==> src/rtl/emif_loader_pkg.sv <==
// ============================================================================
//  Package   : emif_loader_pkg
//  Purpose   : Shared state encoding, default widths and lane helper for the
//              EMIF-to-buffer loader.
//  Revision  : 1.0 - initial release
// ============================================================================
`default_nettype none

package emif_loader_pkg;

    localparam int c_def_emif_addr_w = 12;
    localparam int c_def_emif_data_w = 128;
    localparam int c_def_buf_addr_w  = 8;
    localparam int c_def_buf_data_w  = 16;

    typedef enum logic [1:0] {
        S_IDLE   = 2'd0,
        S_FETCH  = 2'd1,
        S_WRITE  = 2'd2,
        S_FINISH = 2'd3
    } state_t;

    function automatic int lanes(input int emif_w, input int buf_w);
        return emif_w / buf_w;
    endfunction

    function automatic bit lanes_ok(input int emif_w, input int buf_w);
        return (buf_w > 0) && ((emif_w % buf_w) == 0) && (emif_w >= buf_w);
    endfunction

endpackage

`default_nettype wire

==> src/rtl/line_lane_mux.sv <==
// ============================================================================
//  Module    : line_lane_mux
//  Purpose   : Selects one word-wide lane out of a captured EMIF line.
//  Revision  : 1.0 - initial release
// ============================================================================
`default_nettype none

module line_lane_mux #(
    parameter int LINE_W = 128,
    parameter int WORD_W = 16,
    parameter int LANES  = 8,
    parameter int SEL_W  = 3
) (
    input  logic [LINE_W-1:0] i_line,
    input  logic [SEL_W-1:0]  i_sel,
    output logic [WORD_W-1:0] o_word
);

    // Loop form keeps out-of-range selects (non power-of-two lane counts) at zero.
    always_comb begin
        o_word = '0;
        for (int k = 0; k < LANES; k++) begin
            if (i_sel == SEL_W'(k)) begin
                o_word = i_line[k*WORD_W +: WORD_W];
            end
        end
    end

endmodule

`default_nettype wire

==> src/rtl/emif_buffer_loader.sv <==
// ============================================================================
//  Module    : emif_buffer_loader
//  Purpose   : Fetches EMIF lines and unpacks them lane by lane into an input
//              buffer. Define LOADER_CHECKSUM_EN to add the checksum output.
//  Revision  : 1.0 - initial release
// ============================================================================
`default_nettype none

module emif_buffer_loader
    import emif_loader_pkg::*;
#(
    parameter int EMIF_ADDR_W = c_def_emif_addr_w,
    parameter int EMIF_DATA_W = c_def_emif_data_w,
    parameter int BUF_ADDR_W  = c_def_buf_addr_w,
    parameter int BUF_DATA_W  = c_def_buf_data_w
) (
    input  logic                   clk,
    input  logic                   reset,
    input  logic                   start,
    input  logic [EMIF_ADDR_W-1:0] emif_base,
    input  logic [BUF_ADDR_W-1:0]  buf_base,
    input  logic [BUF_ADDR_W:0]    num_words,
    output logic [EMIF_ADDR_W-1:0] emif_address,
    input  logic [EMIF_DATA_W-1:0] emif_dataout,
    output logic                   emif_wen,
    output logic [BUF_ADDR_W-1:0]  buf_addr,
    output logic [BUF_DATA_W-1:0]  buf_datain,
    output logic                   buf_wen,
    output logic                   busy,
    output logic                   done
`ifdef LOADER_CHECKSUM_EN
    ,
    output logic [BUF_DATA_W-1:0]  checksum
`endif
);

    localparam int c_lanes  = lanes(EMIF_DATA_W, BUF_DATA_W);
    localparam int c_lane_w = (c_lanes > 1) ? $clog2(c_lanes) : 1;
    localparam logic [c_lane_w-1:0]   c_last_lane = c_lane_w'(c_lanes - 1);
    localparam logic [BUF_ADDR_W:0]   c_one_left  = (BUF_ADDR_W+1)'(1);

    if (!lanes_ok(EMIF_DATA_W, BUF_DATA_W)) begin : g_width_check
        $error("EMIF_DATA_W must be an integer multiple of BUF_DATA_W");
    end

    state_t                 r_state;
    logic [EMIF_ADDR_W-1:0] r_line_ptr;
    logic [BUF_ADDR_W-1:0]  r_buf_ptr;
    logic [BUF_ADDR_W:0]    r_remaining;
    logic [EMIF_DATA_W-1:0] r_line;
    logic [c_lane_w-1:0]    r_lane;
    logic                   r_buf_wen;
    logic                   r_busy;
    logic                   r_done;
`ifdef LOADER_CHECKSUM_EN
    logic [BUF_DATA_W-1:0]  r_checksum;
`endif

    logic [BUF_DATA_W-1:0]  w_lane_word;

    line_lane_mux #(
        .LINE_W (EMIF_DATA_W),
        .WORD_W (BUF_DATA_W),
        .LANES  (c_lanes),
        .SEL_W  (c_lane_w)
    ) u_lane_mux (
        .i_line (r_line),
        .i_sel  (r_lane),
        .o_word (w_lane_word)
    );

    // The line pointer doubles as the EMIF address, so it holds outside FETCH.
    always_ff @(posedge clk or posedge reset) begin
        if (reset) begin
            r_state     <= S_IDLE;
            r_line_ptr  <= '0;
            r_buf_ptr   <= '0;
            r_remaining <= '0;
            r_line      <= '0;
            r_lane      <= '0;
            r_buf_wen   <= 1'b0;
            r_busy      <= 1'b0;
            r_done      <= 1'b0;
`ifdef LOADER_CHECKSUM_EN
            r_checksum  <= '0;
`endif
        end else begin
            case (r_state)
                S_IDLE: begin
                    r_done <= 1'b0;
                    if (start) begin
                        r_line_ptr  <= emif_base;
                        r_buf_ptr   <= buf_base;
                        r_remaining <= num_words;
                        r_busy      <= 1'b1;
`ifdef LOADER_CHECKSUM_EN
                        r_checksum  <= '0;
`endif
                        if (num_words == '0) begin
                            r_state <= S_FINISH;
                            r_done  <= 1'b1;
                        end else begin
                            r_state <= S_FETCH;
                        end
                    end
                end
                S_FETCH: begin
                    r_line    <= emif_dataout;
                    r_lane    <= '0;
                    r_buf_wen <= 1'b1;
                    r_state   <= S_WRITE;
                end
                S_WRITE: begin
                    r_buf_ptr   <= r_buf_ptr + 1'b1;
                    r_remaining <= r_remaining - 1'b1;
                    r_lane      <= r_lane + 1'b1;
`ifdef LOADER_CHECKSUM_EN
                    r_checksum  <= r_checksum + w_lane_word;
`endif
                    if (r_remaining == c_one_left) begin
                        r_buf_wen <= 1'b0;
                        r_done    <= 1'b1;
                        r_state   <= S_FINISH;
                    end else if (r_lane == c_last_lane) begin
                        r_buf_wen  <= 1'b0;
                        r_line_ptr <= r_line_ptr + 1'b1;
                        r_state    <= S_FETCH;
                    end
                end
                S_FINISH: begin
                    r_done  <= 1'b0;
                    r_busy  <= 1'b0;
                    r_state <= S_IDLE;
                end
                default: begin
                    r_state <= S_IDLE;
                end
            endcase
        end
    end

    assign emif_address = r_line_ptr;
    assign emif_wen     = 1'b0;
    assign buf_addr     = r_buf_ptr;
    assign buf_datain   = w_lane_word;
    assign buf_wen      = r_buf_wen;
    assign busy         = r_busy;
    assign done         = r_done;
`ifdef LOADER_CHECKSUM_EN
    assign checksum     = r_checksum;
`endif

endmodule

`default_nettype wire

==> config.mk <==
export PLATFORM = sky130hd
export DESIGN_NAME = emif_buffer_loader
export DESIGN_NICKNAME = d
export VERILOG_FILES = /design/src/rtl/emif_loader_pkg.sv /design/src/rtl/line_lane_mux.sv /design/src/rtl/emif_buffer_loader.sv
export SDC_FILE = /design/constraint.sdc
export NUM_CORES = 1
export LEC_CHECK = 0
export CELL_PAD_IN_SITES_DETAIL_PLACEMENT = 1
export CELL_PAD_IN_SITES_GLOBAL_PLACEMENT = 2
export CORE_MARGIN = 2
export CORE_UTILIZATION = 32
export CTS_CLUSTER_DIAMETER = 80
export DETAILED_ROUTE_END_ITERATION = 8
export PLACE_DENSITY_LB_ADDON = 0.1
export SYNTH_ARGS = -nofsm -noshare
export SYNTH_HDL_FRONTEND = slang
export SYNTH_SLANG_ARGS = --single-unit
==> constraint.sdc <==
create_clock -name clk -period 8.04 [get_ports clk]
set_clock_uncertainty 0.2 [all_clocks]
set_input_delay 2.412 -clock clk [delete_from_list [all_inputs] [get_ports clk]]
set_output_delay 2.412 -clock clk [all_outputs]
set_load 0.05 [all_outputs]
==> results of run 1 <==
==> sequential cells by signal (all words and copies together), names as in the netlist <==
| name | cells |
|---|---|
| r_line | 128 |
| emif_address | 12 |
| r_remaining | 9 |
| buf_addr | 8 |
| r_lane | 3 |
| r_state | 2 |
| buf_wen | 1 |
| busy | 1 |
| done | 1 |
==> routing by layer <==
layer  up-vias  track usage, %  part of all wire, %
met5         -               0                0.048
met3        24            4.79                  5.4
met4         2            4.65                  1.0
li1       3131               -                    -
met1      3358            29.5                   50
met2       149            28.7                   43
==> final timing paths <==
kind	cells after the start	end
hold / removal	1	r_line[45]$_DFFE_PP0P_
min in group asynchronous	2	r_remaining[4]$_DFFE_PP0P_
setup reg to reg	6	r_remaining[7]$_DFFE_PP0P_
max in group asynchronous	3	r_line[91]$_DFFE_PP0P_
hold reg to reg	1	r_line[45]$_DFFE_PP0P_
setup / recovery	7	buf_datain[8]
==> cell type report <==
| cell class | count | area, sq um |
|---|---|---|
| fillers | 2793 | 14700 |
| inverters | 13 | 53.8 |
| repair buffers | 202 | 2010 |
| clock inverters | 14 | 141 |
| flip-flops and latches | 165 | 4130 |
| multi-input cells | 537 | 4040 |
| clock buffers | 17 | 425 |
| diodes | 1 | 2.50 |
| well taps | 335 | 419 |
==> where the power goes <==
| group | total [W] | internal [W] | switching (W) |
|---|---|---|---|
| Sequential | 0.00161 | 0.00126 | 0.000347 |
| Clock | 0.000799 | 0.000410 | 0.000388 |
| Combinational | 0.00246 | 0.00107 | 0.00140 |
| Total | 0.00487 | 0.00274 | 0.00213 |
==> through the flow <==
stage,util [%],total power (W)
after floorplan,-,0.00324
after CTS,43.3,0.00492
final,43.3,0.00487
after global placement,41.1,0.00401
after global routing,43.3,0.00518
after detailed placement,41.1,0.00409
==> cells by family (layout without fill, tap and decap cells) <==
logic type,count (synthesis),in the layout,share of synthesized area (%)
other,1,2,0.0446
adder cells (fa/ha/maj),15,15,2.23
buffers and inverters,64,246,3.09
multiplexers,157,157,20.9
AO/OA/AOI/OAI,170,170,12.6
flip-flops,165,165,49.1
AND/OR/NAND/NOR,194,194,12.1
==> synthesized netlist by cell type (all sizes together) (2+ instances only) <==
| master | instances |
|---|---|
| a211oi | 4 |
| a21o | 2 |
| a21oi | 78 |
| a2bb2oi | 3 |
| a311oi | 6 |
| a31oi | 2 |
| and2 | 2 |
| and3 | 10 |
| buf | 24 |
| clkbuf | 27 |
| dfrtp | 165 |
| ha | 15 |
| inv | 12 |
| mux2 | 146 |
| mux2i | 11 |
| nand2 | 75 |
| nand2b | 34 |
| nand3 | 18 |
| nand3b | 17 |
| nand4 | 2 |
| nor2 | 14 |
| nor3 | 8 |
| nor3b | 3 |
| nor4 | 5 |
| o2111ai | 15 |
| o211ai | 2 |
| o21ai | 20 |
| o22ai | 29 |
| or3 | 3 |
==> worst max-delay path, delay by kind of cell, from the launching register on <==
kind | cells | cell delay [ps]
simple gates | 2 | 1080
flops | 1 | 960
buf+inv | 2 | 910
compound gates | 2 | 290
fa+ha+maj | 1 | 660
==> flow_summary.toml, run 1 <==
[status]
status = "finished clean"

[synthesis]
synth_seq_cells = 165
synth_top_area_share_pct = 49.1
synth_warnings = 0
synthArstFlopShare_pct = 100
synth_cell_types = 53
synth_seq_area_share_pct = 49.1
avgSynthCellArea_sq_um = 11.0
yosys.area.top_type = "dfrtp_1"
synthTopCellsByArea = "dfrtp_1, mux2_2, a21oi_1"
synth_edf_count = 0
syn-cell-area_sq_um = 8410
synth_fp_nets = 941
ys.flop_type = "dfrtp_1"
syn_inst = 766

[pwr]
powerDensity_nw_per_um2 = 434
p_leak_nw = 4.43
ir_drop_v = 0.000205

[final_layout]
drive_gt1_share_pct = 20.6
final_cell_mix = "clkdlybuf4s50_1, dfrtp_1, mux2_2"
final_cell_area_sq_um = 11200
fin_cells = 1284
syn_to_final_growth_pct = 33.4
nNetsFinal = 1111
final_common_cell = "clkdlybuf4s50_1"

[routing]
ant_nets = 0
detail_route.iter0.violations = 324
wl_per_cell_microns = 20.9
routed_wl_microns = 26900
drcViolationCount = 0
firstDrtPassIters = 5
num_vias = 6664
via_per_inst = 5.19

[clocking]
cts-root-buf = "clkbuf_16"
cts.hold.buffers_added = 0
htreeDepth = 4
clk_path_buf_depth = 2
clk_latency_ps = 430
clock-sinks = 165
numCtsBuffers = 17
clk_pin_slew_worst_paths_ps = 70
cts_resized = 0
cts_tree = "yes"
post_cts_buffers = 0

[timing]
whs_ps = 303
layout_setup_ws_ps = 1090
finalSetupViolCount = 0
fin_crit_sh_pct = 86.4
max_clock_freq_mhz = 144
hold_viol = 0
final_max_slew_viol_count = 0
relSlewSlack_pct = 20.8
tightest_slew_ps = 1190
fin_crit_ps = 6950
final.setup.tns_ps = 0
rsz0062_at_grt = "false"

[place]
gp_congestion = 0.920
port_buffers = 198
postPlaceCellArea_sq_um = 10700
hpwl_microns = 19700
dpl_worst_slack_ps = 1510
dp_cells = 1252

[setup_path]
endpoint_kind = "primary output"
r2r_slack_ps = 4630
crit_chain = "inv_1 > ha_1 > nor3b_2 > nand2b_1 > o2111ai_1 > a21oi_1 > clkdlybuf4s50_1"
worstPathArrival_ps = 4340
critPathMaxFanout = 34
r2r-start = "r_state[0]$_DFFE_PP0P_"
start_kind = "flip-flop"
cp.required_ps = 5430
critPathKind = "flip-flop to primary output"
slowest_stage = "dfrtp_1"
crit_start = "r_lane[2]$_DFFE_PP0P_"
critPathMaxStageDelay_ps = 960

[grt]
grt_usage_pct = 19.7
grt_start_max_net_pins = 72
overflow = 0
grt_first_pass_wirelength_microns = 42600
antenna_found_initial = 3
grt_pass1_vias = 7179

[hold_path]
min-delay-start = "r_line[45]$_DFFE_PP0P_"
hold_path.class = "flip-flop to flip-flop"

[flow_run]
drv_cap = 0

[die]
row_count = 59
die_w_microns = 166
pin_count = 200
start_util_pct = 32.5
die_h_microns = 166
core-area_sq_um = 25900
dieArea_sq_um = 27600
No activity file was read; power rests on OpenSTA's default activity.
==> run 2: changes to the inputs <==
--- a/config.mk
+++ b/config.mk
@@ -6,12 +6,13 @@
 export NUM_CORES = 1
 export LEC_CHECK = 0
 export CELL_PAD_IN_SITES_DETAIL_PLACEMENT = 1
-export CELL_PAD_IN_SITES_GLOBAL_PLACEMENT = 2
+export CELL_PAD_IN_SITES_GLOBAL_PLACEMENT = 1
 export CORE_MARGIN = 2
-export CORE_UTILIZATION = 32
+export CORE_UTILIZATION = 39
 export CTS_CLUSTER_DIAMETER = 80
 export DETAILED_ROUTE_END_ITERATION = 8
 export PLACE_DENSITY_LB_ADDON = 0.1
+export REMOVE_ABC_BUFFERS = 1
 export SYNTH_ARGS = -nofsm -noshare
 export SYNTH_HDL_FRONTEND = slang
 export SYNTH_SLANG_ARGS = --single-unit
==> flow_summary.toml, run 2 (same netlist as run 1, synthesis figures left out) <==
[status]
status = "finished clean"

[place]
hpwl_microns = 18500
port_buffers = 198
dp_cells = 1193
gp_congestion = 0.856

[routing]
drcViolationCount = 0
via_per_inst = 5.53
wl_per_cell_microns = 21.0
routed_wl_microns = 25700
detail_route.iter0.violations = 345
firstDrtPassIters = 5
ant_nets = 0
num_vias = 6766

[final_layout]
syn_to_final_growth_pct = 33.2
fill_cells = 2242
diodes = 0
multi_input_area_sq_um = 4040
drive_gt1_share_pct = 20.7
seq_area_sq_um = 4130
nNetsFinal = 1112
largest_register_ffs = 128
fin_cells = 1224
final_cell_mix = "clkdlybuf4s50_1, dfrtp_1, mux2_2"
top_register = "r_line"
final_common_cell = "clkdlybuf4s50_1"

[timing]
relSlewSlack_pct = 20.3
hold_viol = 0
max_clock_freq_mhz = 151
fin_crit_sh_pct = 82.3
final.setup.tns_ps = 0
finalSetupViolCount = 0
final_max_slew_viol_count = 0
fin_crit_ps = 6620
rsz0062_at_grt = "false"
tightest_slew_ps = 1200

[pwr]
p_leak_nw = 4.46
powerDensity_nw_per_um2 = 440
ir_drop_v = 0.000408

[clocking]
cts.hold.buffers_added = 0
numCtsBuffers = 17
clk_latency_ps = 420
clk_pin_slew_worst_paths_ps = 60
cts_resized = 0
clock-sinks = 165
htreeDepth = 4
cts_tree = "yes"
cts-root-buf = "clkbuf_16"
post_cts_buffers = 0
clk_path_buf_depth = 2

[setup_path]
critPathKind = "flip-flop to primary output"
r2r_cells = 6
start_kind = "flip-flop"
r2r-start = "r_state[0]$_DFFE_PP0P_"
cp.required_ps = 5430
r2r_slack_ps = 4660
critPathMaxFanout = 19
endpoint_kind = "primary output"
worstReg2RegEnd = "r_remaining[3]$_DFFE_PP0P_"
worstPathArrival_ps = 4010

[grt]
antenna_found_initial = 0
overflow = 0
grt_pass1_vias = 7102
grt_first_pass_wirelength_microns = 39900
grt_usage_pct = 23.1
grt_start_max_net_pins = 111

[hold_path]
min-delay-start = "r_line[36]$_DFFE_PP0P_"
hold_path.class = "flip-flop to flip-flop"
whs_path_depth = 1
hold_path_end = "r_line[36]$_DFFE_PP0P_"

[die]
start_util_pct = 39.9
die_h_microns = 151
pin_count = 200
die_w_microns = 151
core-area_sq_um = 21100
dieArea_sq_um = 22800
row_count = 53

[flow_run]
drv_cap = 0
## run 2: changes by cell type in the layout (fill, tap and decap cells not counted)
cell,before,now
buf_4,4,5
bufinv_16,0,3
clkinv_2,1,0
clkinv_8,2,0
diode_2,1,0
inv_6,4,5
inv_8,4,3
## run 2: worst max path at each step
stage                                     start                       to  slack [ps]  cells after the start
after floorplan                           reset  buf_addr[0]$_DFFE_PP0P_         970                      1
after global placement    r_lane[0]$_DFFE_PP0P_            buf_datain[8]        2030                      7
after detailed placement  r_lane[0]$_DFFE_PP0P_            buf_datain[0]        1920                      7
after CTS                 r_lane[0]$_DFFE_PP0P_            buf_datain[0]        1420                      7
after global routing      r_lane[0]$_DFFE_PP0P_           buf_datain[10]        1220                      7
final                     r_lane[0]$_DFFE_PP0P_            buf_datain[1]        1420                      7
## run 2: worst max-delay path, stage by stage, from the launching register on
cell	delay (ps)
dfrtp_1	400
inv_1	130
ha_1	730
nand2_1	660
mux2_2	390
o2111ai_1	160
a21oi_1	260
clkdlybuf4s50_1	850
## run 2: stage by stage
stage                     util (%)  hold slack [ps]  setup slack, ps  power, W  area [sq um]
after floorplan                  -              272              966   0.00326          8200
after global placement        50.2              281             2030   0.00397         10600
after detailed placement      50.2              289             1920   0.00407         10600
after CTS                     53.1              304             1420   0.00497         11200
after global routing          53.1              324             1220   0.00522         11200
final                         53.1              302             1420   0.00493         11200
## run 2: power by group
part           internal [W]  switching (W)  leakage [nW]
combinational       0.00107        0.00139          2.23
sequential          0.00126       0.000349          1.93
clock              0.000498       0.000365         0.297
total               0.00283        0.00210          4.46
## run 2: metal layers
metal / wire length, microns / share of wire, % / track usage (%) / up-vias
met5: 0 / 0 / 0 / -
met1: 12400 / 48 / 34.5 / 3438
met4: 240 / 0.93 / 4.95 / 0
li1: - / - / - / 3125
met3: 1790 / 6.9 / 6.75 / 14
met2: 11300 / 44 / 33.3 / 189
## run 2: layout make-up
cell class / count / share of cell area [%]
Sequential cell: 165 / 36.9
Clock inverter: 14 / 1.71
Multi-Input combinational cell: 537 / 36.1
Timing Repair Buffer: 203 / 18.0
Inverter: 13 / 0.480
Clock buffer: 17 / 3.80
Tap cell: 275 / 3.07
